## src/rtl/chan_input_trap.sv

```systemverilog
`default_nettype none
// ============================================================================
//  Module      : chan_input_trap
//  Description : Discrete input channel. Each input bit is synchronised and
//                debounced into a stable register. Masked changes of the
//                selected direction raise a single trap pulse, after which
//                the channel stays disarmed until it is read or written.
//  Revision    : 1.0 - initial release
// ============================================================================
module chan_input_trap #(
    parameter int WIDTH = 16,
    parameter int DBNC  = 4,
    parameter int EDGE  = 0
) (
    input  logic             CLOCK,
    input  logic             rst,
    input  logic             GOJAM,
    input  logic [WIDTH-1:0] IN,
    input  logic             RDSEL,
    input  logic             WRSEL,
    input  logic [WIDTH-1:0] CHWL_,
    output logic [WIDTH-1:0] CHOR_,
    output logic             TRP,
    output logic             ARMED
);

    localparam int CNT_W = (DBNC > 0) ? $clog2(DBNC + 1) : 1;

    logic [WIDTH-1:0] meta_q, meta_d;
    logic [WIDTH-1:0] syn_q,  syn_d;
    logic [WIDTH-1:0] stb_q,  stb_d;
    logic [WIDTH-1:0] mask_q, mask_d;
    logic             qual_q, qual_d;
    logic             trp_q,  trp_d;
    logic             armed_q, armed_d;

    logic [WIDTH-1:0] chg_rise;
    logic [WIDTH-1:0] chg_fall;
    logic [WIDTH-1:0] chg_dir;

    // Two-stage synchroniser for the raw asynchronous discretes
    always_comb begin
        meta_d = IN;
        syn_d  = meta_q;
        if (GOJAM) begin
            meta_d = '0;
            syn_d  = '0;
        end
    end

    generate
        if (DBNC > 0) begin : g_dbnc
            localparam logic [CNT_W-1:0] CNT_LAST = CNT_W'(DBNC - 1);
            localparam logic [CNT_W-1:0] CNT_ONE  = CNT_W'(1);

            logic [WIDTH-1:0][CNT_W-1:0] cnt_q, cnt_d;

            // Per-bit debounce: a difference must persist DBNC cycles before STB follows
            always_comb begin
                stb_d = stb_q;
                cnt_d = cnt_q;
                for (int i = 0; i < WIDTH; i++) begin
                    if (syn_q[i] == stb_q[i]) begin
                        cnt_d[i] = '0;
                    end else if (cnt_q[i] == CNT_LAST) begin
                        stb_d[i] = syn_q[i];
                        cnt_d[i] = '0;
                    end else begin
                        cnt_d[i] = cnt_q[i] + CNT_ONE;
                    end
                end
                if (GOJAM) begin
                    stb_d = '0;
                    cnt_d = '0;
                end
            end

            // Debounce counter storage
            always_ff @(posedge CLOCK or posedge rst) begin
                if (rst) begin
                    cnt_q <= '0;
                end else begin
                    cnt_q <= cnt_d;
                end
            end
        end else begin : g_bypass
            // No debounce: stable register simply follows the synchroniser
            always_comb begin
                stb_d = GOJAM ? '0 : syn_q;
            end
        end
    endgenerate

    // Trap qualification, mask write and arm/disarm control
    always_comb begin
        chg_rise = stb_d & ~stb_q;
        chg_fall = ~stb_d & stb_q;
        if (EDGE == 1) begin
            chg_dir = chg_rise;
        end else if (EDGE == 2) begin
            chg_dir = chg_fall;
        end else begin
            chg_dir = chg_rise | chg_fall;
        end
        // Old mask qualifies the change even if WRSEL rewrites it this edge
        qual_d  = |(chg_dir & mask_q);
        mask_d  = WRSEL ? ~CHWL_ : mask_q;
        trp_d   = qual_q & armed_q;
        armed_d = armed_q;
        if (trp_d) begin
            armed_d = 1'b0;
        end
        // Re-arm wins over the disarm caused by a trap in the same edge
        if (RDSEL || WRSEL) begin
            armed_d = 1'b1;
        end
        if (GOJAM) begin
            qual_d  = 1'b0;
            mask_d  = '1;
            trp_d   = 1'b0;
            armed_d = 1'b1;
        end
    end

    // Main state registers
    always_ff @(posedge CLOCK or posedge rst) begin
        if (rst) begin
            meta_q  <= '0;
            syn_q   <= '0;
            stb_q   <= '0;
            mask_q  <= '1;
            qual_q  <= 1'b0;
            trp_q   <= 1'b0;
            armed_q <= 1'b1;
        end else begin
            meta_q  <= meta_d;
            syn_q   <= syn_d;
            stb_q   <= stb_d;
            mask_q  <= mask_d;
            qual_q  <= qual_d;
            trp_q   <= trp_d;
            armed_q <= armed_d;
        end
    end

    // Read bus is active-low and idles high so it can be wire-ORed
    always_comb begin
        CHOR_ = RDSEL ? ~stb_q : '1;
        TRP   = trp_q;
        ARMED = armed_q;
    end

endmodule
`default_nettype wire
```

## config.mk

```make
export PLATFORM = sky130hd
export DESIGN_NAME = chan_input_trap
export DESIGN_NICKNAME = d
export VERILOG_FILES = /design/src/rtl/chan_input_trap.sv
export SDC_FILE = /design/constraint.sdc
export NUM_CORES = 1
export LEC_CHECK = 0
export ABC_CLOCK_PERIOD_IN_PS = 4900
export CAP_MARGIN = 5
export CELL_PAD_IN_SITES_DETAIL_PLACEMENT = 1
export CELL_PAD_IN_SITES_GLOBAL_PLACEMENT = 1
export CORE_MARGIN = 4
export CORE_UTILIZATION = 40
export CTS_CLUSTER_DIAMETER = 120
export DETAILED_ROUTE_END_ITERATION = 16
export GPL_TIMING_DRIVEN = 0
export HOLD_SLACK_MARGIN = 0.15
export PLACE_DENSITY = 0.76
export SYNTH_ARGS = -nofsm -noshare
export SYNTH_HDL_FRONTEND = slang
export SYNTH_SLANG_ARGS = --single-unit
```

## constraint.sdc

```tcl
create_clock -name CLOCK -period 4.9 [get_ports CLOCK]
set_input_delay 0.98 -clock CLOCK [delete_from_list [all_inputs] [get_ports CLOCK]]
set_output_delay 0.98 -clock CLOCK [all_outputs]
set_load 0.1 [all_outputs]
```

==> reports/qor.yml <==
layout_commonest_cell: "dfrtp_1"
worst_pin_slew_ns: 0.994
start_util_pct: 41.3
cp_max_fo: 10
holdBufCountCts: 0
cp_data_arrival_time_ns: 3.18
ys_ff_latch: 115
mostFrequentLayoutCells: "dfrtp_1 (98), nand2_1 (62), clkdlybuf4s50_1 (53)"
final_nets: 600
outcome: "finished, final reports clean"
max_cap_viol_count: 0
fin_setup_tns_ns: 0
fillerInstances: 1330
fin_ws_ns: 0.740
async_flop_share_pct: 100
crit_type: "input pin to primary output"
routed_wl_mm: 13.5
ys_warn_count: 0
synth_compound_area_share_pct: 8.33
setup_viol: 0
die_w_um: 120
multiInputGateArea_um2: 2010
path_clk_slew_ns: 0.05
die-area_um2: 14400
synthCells: 474
grt_pass1_wl_mm: 22.1
crit_required_ns: 3.92
seq_area_frac_synth_pct: 57.8
hpwl_mm: 8.97
synth_edf_count: 0
avgViaCountPerCell: 5.07
post-route-min-period_ns: 4.16
ir_drop_mv: 0.209
route.vias.total: 3688
synthFlopType: "dfrtp_1"
drtIter0Drc: 195
ctsResizeCount: 0
skew_ns: 0.00672
synth_cell_types: 36
portBuffers: 53
slew_headroom_pct: 33.5
syn-num-nets: 527
syn_avg_cell_area_um2: 10.6
gp_congestion: 0.772
core_um2: 12200
achievable-frequency_ghz: 0.240
numClockSinks: 115
synthMuxAreaShare_pct: 1.40
wl_met2_mm: 6.96
start_kind: "input pin"
cts_tree: "done"
endpoint_kind: "primary output"
p_leak_nw: 2.95
postLayoutCoreUtil_pct: 53.0
wl_met1_mm: 5.82
cts_setup_buffers: 0
grt_pass1_vias: 4189
ios: 55
finalCritPeriodShare_pct: 84.9
cellPowerDensity_nw_per_um2: 386
drc: 0
antenna_found_initial: 0
synth_area_um2: 5020
gr-total-overflow: 0
first_pass_iters: 4
synth_xor_area_share_pct: 1.40
synthAdderAreaFrac_pct: 3.99
area_growth_pct: 28.4
clk_latency_ns: 0.42
row_count: 40
layout-drive-gt1-share_pct: 10.5
rsz0062_at_grt: "no"
cts_made_buffers: 17
wire_per_inst_um: 18.5
regArea_um2: 2900
hp-class: "flop to flop"
grt_max_degree: 73
hold_ws_ns: 0.427
htree_levels: 4
antenna_left: 0
hold_viol_final: 0
clockBufferDepth: 2
grtUsageTotal_pct: 20.3
dpl_worst_slack_ns: 0.785
dieHeight_um: 120
synth_top_family_by_area: "simple AND/OR/NAND/NOR gates"
total_power_mw: 2.49
cts_root_buf: "clkbuf_16"
highest_layer: "met4"
yosys.area_share.simple_pct: 25.0
routed-wl-met3_um: 408
antenna_cells: 0
slew_viol_final: 0
==> final cells by class <==
type,count,area share (%)
sequential,115,45.0
multi-input combinational,333,31.2
timing repair buffer,54,8.66
clock buffer,21,7.30
tap,168,3.26
clock inverter,11,2.80
buffer,18,1.20
inverter,8,0.544
==> metrics by stage <==
step	cell area [um^2]	instances
after global placement	5760	695
after CTS	6440	728
after detailed placement	5790	696
after global routing	6440	728
after floorplan	5020	474
final	6440	728
==> path summary, 6_finish.rpt <==
path	end	slack (ns)	cells after the start	from
worst max-delay path	CHOR_[5]	0.74	4	RDSEL
worst min-delay path	g_dbnc.cnt_q[6]	0.43	1	g_dbnc.cnt_q[6]
worst max register to register	qual_q	3.07	7	g_dbnc.cnt_q[12]
worst min register to register	g_dbnc.cnt_q[6]	0.43	1	g_dbnc.cnt_q[6]
max in group asynchronous	mask_q[5]	3.21	3	rst
min in group asynchronous	g_dbnc.cnt_q[12]	0.95	2	rst
==> worst max-delay path, stage by stage <==
cell             delay, ns
clkbuf_1              0.38
clkbuf_1              0.62
nand2_1               0.18
clkdlybuf4s50_1       1.02
==> synthesized netlist by cell type (all sizes together) (6+ instances only) <==
master | number | area share, %
clkbuf | 10 | 0.75
dfstp | 17 | 8.9
and3 | 12 | 1.5
nand2 | 62 | 4.6
dfrtp | 98 | 49
a21oi | 19 | 1.9
inv | 8 | 0.60
and3b | 6 | 1.0
nor4b | 10 | 1.7
xnor2 | 7 | 1.2
nor2 | 33 | 2.5
o21ai | 33 | 3.3
ha | 16 | 4.0
buf | 8 | 0.80
nor2b | 39 | 4.9
nand2b | 45 | 5.6
mux2i | 7 | 1.4
==> power breakdown <==
group | switching, mW | leakage (nW) | total, mW | internal, mW
clock network | 0.433 | 0.326 | 1.37 | 0.936
registers | 0.0131 | 1.52 | 0.992 | 0.979
logic | 0.0733 | 1.10 | 0.125 | 0.0517
total | 0.519 | 2.95 | 2.49 | 1.97
==> cell families (layout without fill, tap and decap cells) <==
group / count (synthesis) / in the layout
fa+ha+maj: 16 / 16
buf+inv: 26 / 112
mux: 7 / 7
xor+xnor: 8 / 8
simple gates: 230 / 230
compound gates: 72 / 72
flops: 115 / 115
==> metal layers <==
layer,track usage (%),vias to the layer above
li1,-,1743
met1,24.4,1861
met2,35.0,64
met3,4.71,20
met4,8.02,0
met5,0,-
==> flip-flops by register name (all words and copies together) (netlist names) <==
register,cells
syn_q,16
stb_q,16
TRP,1
g_dbnc.cnt_q,48
mask_q,16
meta_q,16
qual_q,1
ARMED,1
No activity file was read; power rests on OpenSTA's default activity.
